**config.mk**
```make
export PLATFORM = sky130hd
export DESIGN_NAME = stream_mux_rr
export DESIGN_NICKNAME = d
export VERILOG_FILES = /design/src/rtl/stream_mux_rr.sv
export SDC_FILE = /design/constraint.sdc
export NUM_CORES = 1
export LEC_CHECK = 0
export ABC_AREA = 1
export BUFFER_PORTS_ARGS = -buffer_cell sky130_fd_sc_hd__buf_2
export CORE_UTILIZATION = 46
export CTS_BUF_LIST = sky130_fd_sc_hd__clkbuf_16
export DETAILED_ROUTE_END_ITERATION = 12
export HOLD_SLACK_MARGIN = 0.12
export PLACE_DENSITY = 0.77
export SLEW_MARGIN = 20
export SYNTH_ARGS = -nofsm -noshare
export SYNTH_HDL_FRONTEND = slang
export SYNTH_SLANG_ARGS = --single-unit
```
**constraint.sdc**
```tcl
create_clock -name clk -period 3.5 [get_ports clk]
set_clock_uncertainty 0.1 [all_clocks]
set_input_delay 1.05 -clock clk [delete_from_list [all_inputs] [get_ports clk]]
set_output_delay 1.05 -clock clk [all_outputs]
set_load 0.005 [all_outputs]
```
**src/rtl/stream_mux_rr.sv**
```systemverilog
// N:1 streaming multiplexer with a registered output stage and a channel tag.
// Grants either round-robin across requesting channels or a fixed channel from sel.
module stream_mux_rr #(
  parameter int WIDTH = 3,
  parameter int NCH   = 8,
  parameter int SELW  = $clog2(NCH)
) (
  input  logic                 clk,
  input  logic                 rst_n,
  input  logic [NCH*WIDTH-1:0] in_data,
  input  logic [NCH-1:0]       in_valid,
  output logic [NCH-1:0]       in_ready,
  input  logic                 mode,
  input  logic [SELW-1:0]      sel,
  output logic [WIDTH-1:0]     out_data,
  output logic [SELW-1:0]      out_chan,
  output logic                 out_valid,
  input  logic                 out_ready
);

  logic [SELW-1:0] rr_ptr;
  logic [SELW-1:0] grant;
  logic            grant_vld;
  logic            load_en;
  logic            xfer;

  // Output register is empty or drains this cycle, so it can take a new word.
  assign load_en = !out_valid || out_ready;

  always_comb begin
    // NOTE: every variable gets a default before any branch so no latch is inferred.
    grant_vld = 1'b0;
    grant     = '0;
    if (mode) begin
      // Indices >= NCH never match, so an out-of-range sel grants nothing.
      for (int i = 0; i < NCH; i++) begin
        if (sel == SELW'(i) && in_valid[i]) begin
          grant_vld = 1'b1;
          grant     = SELW'(i);
        end
      end
    end else begin
      // Scan from the farthest offset down so the nearest requester after rr_ptr wins;
      // offset NCH lands on rr_ptr itself, which keeps a lone requester from starving.
      for (int off = NCH; off >= 1; off--) begin
        if (in_valid[(int'(rr_ptr) + off) % NCH]) begin
          grant_vld = 1'b1;
          grant     = SELW'((int'(rr_ptr) + off) % NCH);
        end
      end
    end
  end

  assign xfer     = rst_n && load_en && grant_vld;
  assign in_ready = xfer ? (NCH'(1) << grant) : '0;

  // NOTE: sequential state uses non-blocking assignments so all registers update together.
  always_ff @(posedge clk or negedge rst_n) begin
    if (!rst_n) begin
      out_valid <= 1'b0;
      out_data  <= '0;
      out_chan  <= '0;
      rr_ptr    <= SELW'(NCH - 1);
    end else if (xfer) begin
      out_data  <= in_data[int'(grant)*WIDTH +: WIDTH];
      out_chan  <= grant;
      out_valid <= 1'b1;
      if (!mode) rr_ptr <= grant;
    end else if (out_ready) begin
      out_valid <= 1'b0;
    end
  end

endmodule

```
==> impl_summary.log, run 1 <==
[metrics] count of unique library cells instantiated by Yosys: 30
[metrics] area share of fa/ha/maj cells after synthesis: 1.60%
[metrics] Fail Step: global routing (5_1_grt)
[metrics] residual overflow from global routing: 25
[metrics] DPL Wire Length: 3900 um
[metrics] overall die height: 60.4 um
[metrics] first logged error message: [ERROR GRT-0232] Routing congestion too high. Check the congestion heatmap in the GUI.
[metrics] post-synthesis xor/xnor area fraction: 2.16%
[metrics] maximum number of pins on one net before global-route repair: 14
[metrics] Top FF cell, synth: dfrtp_1
[metrics] main combinational cell family by area after synthesis: simple AND/OR/NAND/NOR gates
[metrics] flip-flop and latch count after synthesis: 10
[metrics] die boundary width: 60.4 um
[metrics] Cell Area, Synth: 1570 sq um
[metrics] cell count after synthesis: 271
[metrics] Synth top area share: 24.9%
[metrics] Net Count, Synth: 312
[metrics] Post-synth EDFFs: 0
[metrics] run status: did not finish
[metrics] Root Driver: clkbuf_16
[metrics] Synth async-reset ratio: 100%
[metrics] sequential fraction of the synthesis area: 16.2%
[metrics] category of the worst endpoint: primary output
[metrics] clock buffer depth: 2
[metrics] number of H-tree levels: 1
[metrics] floorplan row count: 20
[metrics] post-synth top area cell: nand2_1
[metrics] IO Port Bufs: 53
[metrics] initial core utilization: 49.7%
[metrics] ranking of synthesized cells by area: nand2_1 25%, nand3_1 16%, dfrtp_1 11%, nand2_2 8.4%, nand3_2 5.1%
[metrics] aggregate global-route resource usage: 66.2%
[metrics] number of ports placed on the die boundary: 54
[metrics] final RePlAce weighted congestion: 0.964
[metrics] mux share of post-synthesis cell area: 0%
[metrics] Synth warnings: 0
[metrics] instance area at placement: 2150 sq um
[metrics] number of sinks driven by the clock tree: 10
[metrics] average cell area after synthesis: 5.78 sq um
[metrics] share of the synthesized area in compound gates (AO/OA/AOI/OAI): 5.59%
[metrics] clock buffers created by TritonCTS: 3
[metrics] worst endpoint after global-route timing repair: in_ready[6]
[metrics] simple-gate share of the synthesized area: 63.3%
==> logic make-up after synthesis <==
group	Yosys count
buf+inv	32
xor+xnor	3
simple gates	209
flops	10
compound gates	15
fa+ha+maj	2
==> routing by layer <==
metal	overflow	GRT usage, %
met1	0	63.7
met2	15	89.2
met3	0	47.1
met4	10	66.8
met5	0	10.0
==> synth_stat cells, drive strengths merged (2+ instances only) <==
master	number
a21oi	6
buf	6
dfrtp	7
dfstp	3
ha	2
inv	26
nand2	127
nand3	58
nand4	3
nor2	19
o21ai	6
xor2	2
==> stage by stage <==
step / std cells / TNS, ns / worst slack, ns
after detailed placement: 406 / -2.71 / -0.381
after floorplan: 271 / 0 / 0.00407
after global placement: 406 / -2.31 / -0.359
after CTS: 421 / -1.37 / -0.181
==> what timing repair did <==
item | CTS
buffers inserted | 11
hold buffers | 0
gates resized for setup | 70
endpoints found under the setup margin | 8
pin swaps | 13
==> run 2: changes to the inputs <==
- CORE_UTILIZATION: 46 -> 40
- CTS_BUF_LIST: sky130_fd_sc_hd__clkbuf_16 -> not set
- HOLD_SLACK_MARGIN: 0.12 -> not set
- PLACE_DENSITY: 0.77 -> not set
- PLACE_DENSITY_LB_ADDON: not set -> 0.15
- clock period: 3.5 -> 4.5 ns (I/O delays scaled with it)
==> impl_summary.log, run 2 <==
[metrics] run status: complete, no violations
[metrics] sequential fraction of the synthesis area: 16.2%
[metrics] slew at the pin closest to its max-slew limit: 0.404 ns
[metrics] routed length per placed instance: 12.3 um
[metrics] largest registers ranked by flip-flop count: out_chan: 3 flops, out_data: 3 flops, rr_ptr: 3 flops
[metrics] number of H-tree levels: 1
[metrics] ranking of synthesized cells by area: nand2_1 25%, nand3_1 16%, dfrtp_1 11%, nand2_2 8.4%, nand3_2 5.1%
[metrics] flip-flop and latch count after synthesis: 10
[metrics] residual overflow from global routing: 0
[metrics] number of cells traversed by the worst register-to-register path: 24
[metrics] hold endpoint: out_chan[2]
[metrics] number of max-cap violations: 0
[metrics] element type at the critical path end: output port
[metrics] number of fill cells: 361
[metrics] Setup violations, final: 0
[metrics] clock network latency to the later pin of the worst-skew pair: 0.23 ns
[metrics] end of the worst register-to-register path: out_data[2]
[metrics] Root Driver: clkbuf_8
[metrics] Top FF cell, synth: dfrtp_1
[metrics] die boundary width: 64.6 um
[metrics] time the worst path needs with I/O delays and setup: 4.47 ns
[metrics] DPL Wire Length: 3520 um
[metrics] post-synth top area cell: nand2_1
[metrics] final RePlAce weighted congestion: 0.911
[metrics] Final Hold Vio Count: 0
[metrics] drt total wl: 4850 um
[metrics] Post-synth EDFFs: 0
[metrics] total via count in the routed design: 2,008
[metrics] most frequently used cell type in the post-synthesis netlist: nand2_1
[metrics] portion of the clock cycle consumed by the worst path in the final layout: 99.2%
[metrics] combined area of the multi-input logic cells: 1390 sq um
[metrics] floorplan row count: 22
[metrics] worst path required time: 3.05 ns
[metrics] wire length of the first global-routing pass: 7360 um
[metrics] startpoint of the lowest-slack hold path: out_chan[2]
[metrics] maximum fanout along the worst path: 4
[metrics] worst vdd ir: 0.000517 V
[metrics] top sig layer: met4
[metrics] Pleak: 1.27 nW
[metrics] Cell Area, Synth: 1570 sq um
[metrics] power density over the cells: 913 nW/um^2
[metrics] average cell area after synthesis: 5.78 sq um
[metrics] Core Util, Final: 62.3%
[metrics] Met3 Routed Length: 219 um
[metrics] Net Count, Synth: 312
[metrics] Min-Delay Path Class: register to register
[metrics] worst max-slew margin expressed relative to the limit: 72.9%
[metrics] leading cell type in the layout, fill and taps excluded: nand2_1
[metrics] number of design rule violations left after detail routing: 0
[metrics] Met1 Routed Length: 2100 um
[metrics] clock buffers created by TritonCTS: 3
[metrics] count of unique library cells instantiated by Yosys: 30
[metrics] number of sinks driven by the clock tree: 10
[metrics] floorplan die area: 4170 sq um
[metrics] Cells on Worst Hold Path: 2
[metrics] area taken by flip-flops and latches: 254 sq um
[metrics] fin nets: 388
[metrics] growth of design area from synthesis to finish: 47.7%
[metrics] instance area at placement: 1900 sq um
[metrics] Setup CP Type: primary input to output port
[metrics] met2 wire length: 2400 um
[metrics] internal reg-to-reg setup slack: 1.41 ns
[metrics] maximum frequency from static timing analysis: 224 MHz
[metrics] vias per std cell: 5.10
[metrics] Final ANT Viol Nets: 0
[metrics] antenna violations before repair: 0
[metrics] initial core utilization: 42.2%
[metrics] Synth warnings: 0
[metrics] Detailed Routing Iterations Pass 1: 5
[metrics] clock buffer depth: 2
[metrics] clock tree from TritonCTS: built
[metrics] clock transition at the register clock pins on the worst setup and hold paths after CTS: 0.05 ns
[metrics] maximum number of pins on one net before global-route repair: 17
[metrics] Reg2Reg Launch Point: rr_ptr[0]
[metrics] IO Port Bufs: 53
[metrics] diodes inserted: 0
[metrics] DRT iter0 DRCs: 86
[metrics] Synth top area share: 24.9%
[metrics] number of global-route vias before repair: 1,738
[metrics] share of final-layout standard cells stronger than drive strength 1: 49.7%
[metrics] commonest cells after routing, fill and taps aside: 90 x nand2_1, 50 x buf_2, 29 x nand2_2, 29 x nand3_1, 27 x buf_4
[metrics] Post-Layout Inst Area: 2310 sq um
[metrics] CP startpoint kind: primary input
[metrics] number of ports placed on the die boundary: 54
[metrics] ranking of synthesized cells by instance count: 104 x nand2_1, 50 x nand3_1, 21 x nand2_2, 17 x inv_1, 17 x nor2_1
[metrics] Synth async-reset ratio: 100%
[metrics] cell count after synthesis: 271
[metrics] Pins Over Slew Limit: 0
[metrics] overall die height: 64.6 um
[metrics] arrival time of data at the critical path endpoint: 3.02 ns
[metrics] aggregate global-route resource usage: 22.1%
[metrics] area inside the core boundary: 3720 sq um
## run 2: cell counts after synthesis
Identical to the previous run, type by type.
## run 2: cell families after synthesis
group           count (synthesis)  synth area share, %
compound gates                 15                 5.59
xor+xnor                        3                 2.16
fa+ha+maj                       2                 1.60
buf+inv                        32                 11.2
flops                          10                 16.2
simple gates                  209                 63.3
## run 2: critical path, stage by stage
cell and delay [ns]:
buf_2 0.14, nand2_2 0.11, nand3_2 0.13, nand3_4 0.11, nand2_2 0.06, nand3_2 0.05, nand3_1 0.06, nand3_1 0.07
nand3_1 0.07, a21boi_1 0.15, o21bai_1 0.10, nand2_1 0.14, inv_2 0.08, nor2_4 0.13, inv_2 0.06, nor2_1 0.09
buf_2 0.11
## run 2: repair_timing
item                       4_1_cts  5_1_grt
setup endpoints to repair        4        8
gates resized for setup          1       65
hold buffers                     0        0
buffers inserted                 0       13
pin swaps                        0       21
## run 2: final cells by class
cell class              instances  area share [%]
flip-flops and latches         10            11.0
clock buffers                   4            1.95
repair buffers                 77            19.6
inverters                      26            4.65
well taps                      48            2.60
multi-input cells             229            60.2
## run 2: worst max path at each step
stage | slack (ns) | end | from | cells past startpoint
floorplan | 0.44 | in_ready[0] | in_valid[1] | 15
global placement | 0.04 | in_ready[1] | in_valid[6] | 17
detailed placement | -0.007 | in_ready[3] | in_valid[6] | 17
CTS | 0.06 | in_ready[3] | in_valid[6] | 17
global route | -0.06 | in_ready[1] | in_valid[6] | 17
finish | 0.03 | in_ready[1] | in_valid[6] | 17
## run 2: stage by stage
stage | power, mW | std cells | hold slack, ns | worst slack (ns) | setup TNS [ns]
final | 2.11 | 394 | 0.371 | 0.0348 | 0
after detailed placement | 1.60 | 377 | 0.364 | -0.00700 | -0.0103
after CTS | 1.70 | 381 | 0.376 | 0.0552 | 0
after global routing | 2.33 | 394 | 0.394 | -0.0612 | -0.220
after global placement | 1.61 | 377 | 0.362 | 0.0362 | 0
after floorplan | 1.31 | 271 | 0.372 | 0.442 | 0
## run 2: routing by layer
metal | global-route usage [%] | up-vias
met1 | 27.4 | 906
met2 | 39.6 | 67
met5 | 0 | -
met3 | 3.87 | 13
met4 | 4.44 | 0
li1 | - | 1022
## run 2: power breakdown
part | switching [mW] | internal [mW]
registers | 0.0368 | 0.138
clock network | 0.0329 | 0.0618
logic | 1.12 | 0.723
total | 1.19 | 0.923
Note: power is estimated with default switching activity, not from simulation.
